[src/rtl/sccb_cfg_sequencer.sv]
// Walks a {reg_addr, reg_val} table and pushes each entry to an SCCB write core.
// Supports delay entries, a terminator, per-entry retries and a response timeout.
module sccb_cfg_sequencer #(
    parameter int ADDR_W         = 8,
    parameter int GAP_CYCLES     = 100,
    parameter int DELAY_CYCLES   = 250000,
    parameter int TIMEOUT_CYCLES = 50000,
    parameter int RETRY_MAX      = 3
) (
    input  logic              clk,
    input  logic              reset,
    input  logic              start,
    output logic [ADDR_W-1:0] rom_addr,
    input  logic [15:0]       rom_data,
    output logic              sccb_req,
    output logic [7:0]        sccb_reg_addr,
    output logic [7:0]        sccb_reg_data,
    input  logic              sccb_ack,
    input  logic              sccb_nack,
    output logic              busy,
    output logic              done,
    output logic              error,
    output logic [ADDR_W-1:0] fail_index,
    output logic [2:0]        state_dbg
);
    localparam int WAIT_MAX = (DELAY_CYCLES > GAP_CYCLES) ? DELAY_CYCLES : GAP_CYCLES;
    localparam int WAIT_W   = ($clog2(WAIT_MAX + 1) < 1) ? 1 : $clog2(WAIT_MAX + 1);
    localparam int TMO_W    = ($clog2(TIMEOUT_CYCLES + 1) < 1) ? 1 : $clog2(TIMEOUT_CYCLES + 1);
    localparam int RETRY_W  = ($clog2(RETRY_MAX + 1) < 1) ? 1 : $clog2(RETRY_MAX + 1);

    typedef enum logic [2:0] {
        S_IDLE, S_FETCH, S_ISSUE, S_WAIT_ACK, S_GAP, S_DELAY, S_DONE, S_ERROR
    } state_t;

    // Handshake: sccb_req is a single-cycle pulse while in ISSUE; the core answers
    // with a single-cycle sccb_ack or sccb_nack, which only counts during WAIT_ACK.
    state_t              state_q, state_d;
    logic [ADDR_W-1:0]   index_q, index_d;
    logic [WAIT_W-1:0]   wait_q, wait_d;
    logic [TMO_W-1:0]    tmo_q, tmo_d;
    logic [RETRY_W-1:0]  retry_q, retry_d;
    logic                retry_pend_q, retry_pend_d;
    logic                req_q, req_d;
    logic [7:0]          reg_addr_q, reg_addr_d;
    logic [7:0]          reg_data_q, reg_data_d;
    logic                busy_q, busy_d;
    logic                done_q, done_d;
    logic                error_q, error_d;
    logic [ADDR_W-1:0]   fail_index_q, fail_index_d;

    always_comb begin
        state_d      = state_q;
        index_d      = index_q;
        wait_d       = wait_q;
        tmo_d        = tmo_q;
        retry_d      = retry_q;
        retry_pend_d = retry_pend_q;
        req_d        = 1'b0;
        reg_addr_d   = reg_addr_q;
        reg_data_d   = reg_data_q;
        done_d       = done_q;
        error_d      = error_q;
        fail_index_d = fail_index_q;

        case (state_q)
            S_IDLE, S_DONE, S_ERROR: begin
                if (start) begin
                    done_d       = 1'b0;
                    error_d      = 1'b0;
                    index_d      = '0;
                    retry_d      = '0;
                    retry_pend_d = 1'b0;
                    state_d      = S_FETCH;
                end
            end
            S_FETCH: begin
                if (rom_data == 16'hFFFF) begin
                    done_d  = 1'b1;
                    state_d = S_DONE;
                end else if (rom_data == 16'hFFF0) begin
                    wait_d  = WAIT_W'(DELAY_CYCLES);
                    state_d = S_DELAY;
                end else begin
                    reg_addr_d = rom_data[15:8];
                    reg_data_d = rom_data[7:0];
                    req_d      = 1'b1;
                    state_d    = S_ISSUE;
                end
            end
            S_ISSUE: begin
                tmo_d   = '0;
                state_d = S_WAIT_ACK;
            end
            S_WAIT_ACK: begin
                tmo_d = tmo_q + 1'b1;
                // A simultaneous ack+nack is a failure; ack on the timeout cycle still wins.
                if (sccb_nack || (!sccb_ack && (tmo_d == TMO_W'(TIMEOUT_CYCLES)))) begin
                    if (retry_q < RETRY_W'(RETRY_MAX)) begin
                        retry_d      = retry_q + 1'b1;
                        retry_pend_d = 1'b1;
                        wait_d       = WAIT_W'(GAP_CYCLES);
                        state_d      = S_GAP;
                    end else begin
                        error_d      = 1'b1;
                        fail_index_d = index_q;
                        state_d      = S_ERROR;
                    end
                end else if (sccb_ack) begin
                    retry_d = '0;
                    if (index_q == '1) begin
                        done_d  = 1'b1;
                        state_d = S_DONE;
                    end else begin
                        index_d      = index_q + 1'b1;
                        retry_pend_d = 1'b0;
                        wait_d       = WAIT_W'(GAP_CYCLES);
                        state_d      = S_GAP;
                    end
                end
            end
            S_GAP: begin
                if (wait_q <= WAIT_W'(1)) begin
                    if (retry_pend_q) begin
                        req_d   = 1'b1;
                        state_d = S_ISSUE;
                    end else begin
                        state_d = S_FETCH;
                    end
                end else begin
                    wait_d = wait_q - 1'b1;
                end
            end
            S_DELAY: begin
                if (wait_q <= WAIT_W'(1)) begin
                    index_d = index_q + 1'b1;
                    state_d = S_FETCH;
                end else begin
                    wait_d = wait_q - 1'b1;
                end
            end
            default: state_d = S_IDLE;
        endcase

        busy_d = (state_d != S_IDLE) && (state_d != S_DONE) && (state_d != S_ERROR);
    end

    always_ff @(posedge clk) begin
        if (reset) begin
            state_q      <= S_IDLE;
            index_q      <= '0;
            wait_q       <= '0;
            tmo_q        <= '0;
            retry_q      <= '0;
            retry_pend_q <= 1'b0;
            req_q        <= 1'b0;
            reg_addr_q   <= '0;
            reg_data_q   <= '0;
            busy_q       <= 1'b0;
            done_q       <= 1'b0;
            error_q      <= 1'b0;
            fail_index_q <= '0;
        end else begin
            state_q      <= state_d;
            index_q      <= index_d;
            wait_q       <= wait_d;
            tmo_q        <= tmo_d;
            retry_q      <= retry_d;
            retry_pend_q <= retry_pend_d;
            req_q        <= req_d;
            reg_addr_q   <= reg_addr_d;
            reg_data_q   <= reg_data_d;
            busy_q       <= busy_d;
            done_q       <= done_d;
            error_q      <= error_d;
            fail_index_q <= fail_index_d;
        end
    end

    assign rom_addr      = index_q;
    assign sccb_req      = req_q;
    assign sccb_reg_addr = reg_addr_q;
    assign sccb_reg_data = reg_data_q;
    assign busy          = busy_q;
    assign done          = done_q;
    assign error         = error_q;
    assign fail_index    = fail_index_q;
    assign state_dbg     = state_q;
endmodule
[config.mk]
export PLATFORM = sky130hd
export DESIGN_NAME = sccb_cfg_sequencer
export DESIGN_NICKNAME = d
export VERILOG_FILES = /design/src/rtl/sccb_cfg_sequencer.sv
export SDC_FILE = /design/constraint.sdc
export NUM_CORES = 1
export LEC_CHECK = 0
export ABC_AREA = 1
export CORE_MARGIN = 2
export CORE_UTILIZATION = 50
export DETAILED_ROUTE_END_ITERATION = 10
export GPL_ROUTABILITY_DRIVEN = 0
export PLACE_DENSITY = 0.77
export SYNTH_ARGS = -nofsm -noshare
export SYNTH_HDL_FRONTEND = slang
export SYNTH_SLANG_ARGS = --single-unit
[constraint.sdc]
create_clock -name clk -period 1.99 [get_ports clk]
set_input_delay 0.597 -clock clk [delete_from_list [all_inputs] [get_ports clk]]
set_output_delay 0.597 -clock clk [all_outputs]
set_load 0.05 [all_outputs]
==> flow_summary.toml <==
[timing]
max_freq_mhz = 439
rsz0062_at_grt = "yes"
finalHoldViolCount = 0
drv_slew = 0
slew_headroom_pct = 71.2
skew_ns = 0.0130
fin_ws_ns = -0.286
finalSetupViolations = 43
worst_hold_slack_ns = 0.463
min_period_ns = 2.28
worst_pin_slew_ns = 0.429
fin_crit_sh_pct = 114

[synthesis]
synth_common_cells = "165 x nand2_1, 89 x nor2_1, 76 x dfxtp_1, 55 x a21oi_1, 53 x inv_1"
synth_compound_area_share_pct = 14.1
synth_most_common_cell = "nand2_1"
synth.top_cell.area_share_pct = 35.6
yosys_warnings = 0
synth-adder-area-share_pct = 1.76
synthTopCellsByArea = "dfxtp_1 36%, nand2_1 14%, nor2_1 7.8%, a21oi_1 6.4%, nand3_1 5.6%"
yosys_register_bits = 76
syn_area_per_cell_sq_um = 6.63
synth_top_family_by_area = "simple AND/OR/NAND/NOR gates"
synth_xor_area_share_pct = 1.84
synth_flop_cell = "dfxtp_1"
synth.largest_area_cell = "dfxtp_1"
muxShareOfSynthArea_pct = 0
synth_nets = 672
yosys.area_share.simple_pct = 38.8
syn_area_sq_um = 4270
synth_edf_count = 0
yosysSeqAreaShare_pct = 35.6
ys_types = 45
async_reset_ff_share_pct = 0
syn_inst = 645

[place]
placed_cell_area_sq_um = 5460
dp_cells = 866
hpwl_um = 8700
io_buffers = 59

[power]
peakVddDrop_mv = 0.742
p_clk_share_pct = 14.3
seqPwrFrac_pct = 26.4
p_switching_uw = 3630
comb_power_share_pct = 59.3
power-per-cell-area_nw_per_um2 = 1310
p_sw_share_pct = 47.7
leakagePower_uw = 0.00247
p_int_uw = 3970

[clocking]
ctsHoldBuffers = 0
cts_inserted_buffers = 9
path_clk_slew_ns = 0.09
worstSkewPairLatency_ns = 0.36
cts_tree = "yes"
root_buffer = "clkbuf_8"
clock-sinks = 76
htreeDepth = 3
clk_path_buf_depth = 2

[run_status]
violations = "setup timing"
status = "finished with violations"

[drt]
drcViolationCount = 0
drt_iter0_markers = 195
vias_per_cell = 5.31
vias = 4725
wire_per_inst_um = 13.7
first_pass_iters = 5
drt-total-wl_um = 12200
antenna_left = 0

[floorplan]
die_w_um = 96.5
fp.dieH_um = 96.5
pin_count = 60
coreArea_sq_um = 8260
dieArea_sq_um = 9300
row_count = 33
initial_core_util_pct = 51.8

[global_routing]
grt_pass1_wl_um = 19500
grt_usage_pct = 26.6
grt_start_max_net_pins = 31
antenna_found_initial = 0
grt.overflow.total = 0
first_global_vias = 4323

[worst_setup_path]
crit_type = "register to register"
end_kind = "register"
slowest_stage = "dfxtp_4"
crit_chain = "ha_4, nand3_4, nor2_4, nand2_2, buf_4, nand2_1, nand2_1, nand2_2, nor3_4, nand2_2, nand2_4, nand2_4, nand3_4, buf_8, o21ai_0, nor2_1"
crit_path_frequent_cell = "nand2_2"
cp_slowest_stage_delay_ns = 0.37
crit_path_start_kind = "register"
critPathMaxFanout = 10
critPathArrivalTime_ns = 2.53
required_ns = 2.24

[job]
maxCapViolations = 0

[layout]
drive_gt1_share_pct = 28.5
fin_cells = 890
antenna_cells = 0
nNetsFinal = 807
design_area_sq_um = 5810
fillers = 681
syn2layout_area_growth_pct = 35.9

[min_path]
hold_path_class = "register to register"
-- logic make-up (layout without fill, tap and decap cells) --
logic type / after synthesis / in the layout
buffers and inverters: 79 / 219
flip-flops: 76 / 76
XOR/XNOR: 9 / 9
AND/OR/NAND/NOR: 367 / 367
AO/OA/AOI/OAI: 108 / 108
adder cells (fa/ha/maj): 6 / 6
-- path summary, 6_finish.rpt --
kind | startpoint | to | slack, ns | depth (start not counted)
worst max-delay path | tmo_q[0] | wait_q[2] | -0.29 | 16
worst min-delay path | sccb_reg_addr[6] | sccb_reg_addr[6] | 0.46 | 2
worst max register to register | tmo_q[0] | wait_q[2] | -0.29 | 16
worst min register to register | sccb_reg_addr[6] | sccb_reg_addr[6] | 0.46 | 2
-- per-stage QoR --
stage | power (uW) | setup WS (ns) | utilization [%] | setup TNS, ns
2_1_floorplan | 4890 | -0.0214 | - | -0.202
3_3_place_gp | 6080 | -0.494 | 66.2 | -24.47
3_5_place_dp | 6210 | -0.583 | 66.2 | -26.87
4_1_cts | 7480 | -0.196 | 69.5 | -5.81
5_1_grt | 8120 | -0.406 | 70.3 | -14.93
6_report | 7600 | -0.286 | 70.3 | -8.87
-- worst max-delay path, delay by kind of cell (launching register included) --
kind,cells,cell delay [ns]
fa+ha+maj,1,0.15
buf+inv,2,0.34
compound gates,1,0.15
simple gates,12,1.15
flops,1,0.37
-- repair_timing --
item                       4_1_cts  5_1_grt
cloned                           1        0
resized for setup               27       19
setup endpoints to repair       58       53
pin swaps                       14        8
setup buffers                    4        3
-- layer usage --
metal  wire (um)  track usage (%)  vias to the layer above
li1            -                -                     2383
met1        5400             34.2                     2188
met2        5970             45.9                      142
met3         665             5.66                       12
met4         131             6.10                        0
met5           0                0                        -
-- cells in the final DEF, fill, tap and decap left out, drive strengths merged, types with 2 or more instances in the layout --
master and instances:
nand3 52, a21oi 62, o21ai 36, clkinv 6, nor2 98, buf 127, clkdlybuf4s50 19, xor2 6
ha 6, dfxtp 76, o21bai 2, nand4 13, a21boi 2, nand2 179, nor3 11, nand3b 4
nor4 4, or2 3, a211oi 2, inv 58, nor3b 2, clkbuf 9, xnor2 3
-- state kept, by name, summed over array words and instances, names as in the netlist --
register and cells:
retry_pend_q 1, tmo_q 16, busy 1, wait_q 18, fail_index 8, done 1, rom_addr 8, state_dbg 3
sccb_reg_addr 8, sccb_req 1, error 1, retry_q 2, sccb_reg_data 8
-- power by group through the flow --
stage / Clock, uW / Combinational, uW / Sequential [uW]
floorplan: 0 / 2360 / 2530
global placement: 0 / 4060 / 2020
detailed placement: 0 / 4180 / 2020
CTS: 1090 / 4390 / 2000
global route: 1160 / 4920 / 2030
finish: 1080 / 4510 / 2000
-- layout make-up --
class / count / area [sq um] / area share (%)
flip-flops and latches: 76 / 1550 / 26.7
multi-input cells: 490 / 2550 / 43.9
well taps: 105 / 131 / 2.26
clock inverters: 7 / 50.0 / 0.862
clock buffers: 9 / 124 / 2.13
repair buffers: 146 / 1180 / 20.3
inverters: 57 / 219 / 3.77
(Power assumes the default switching activity.)
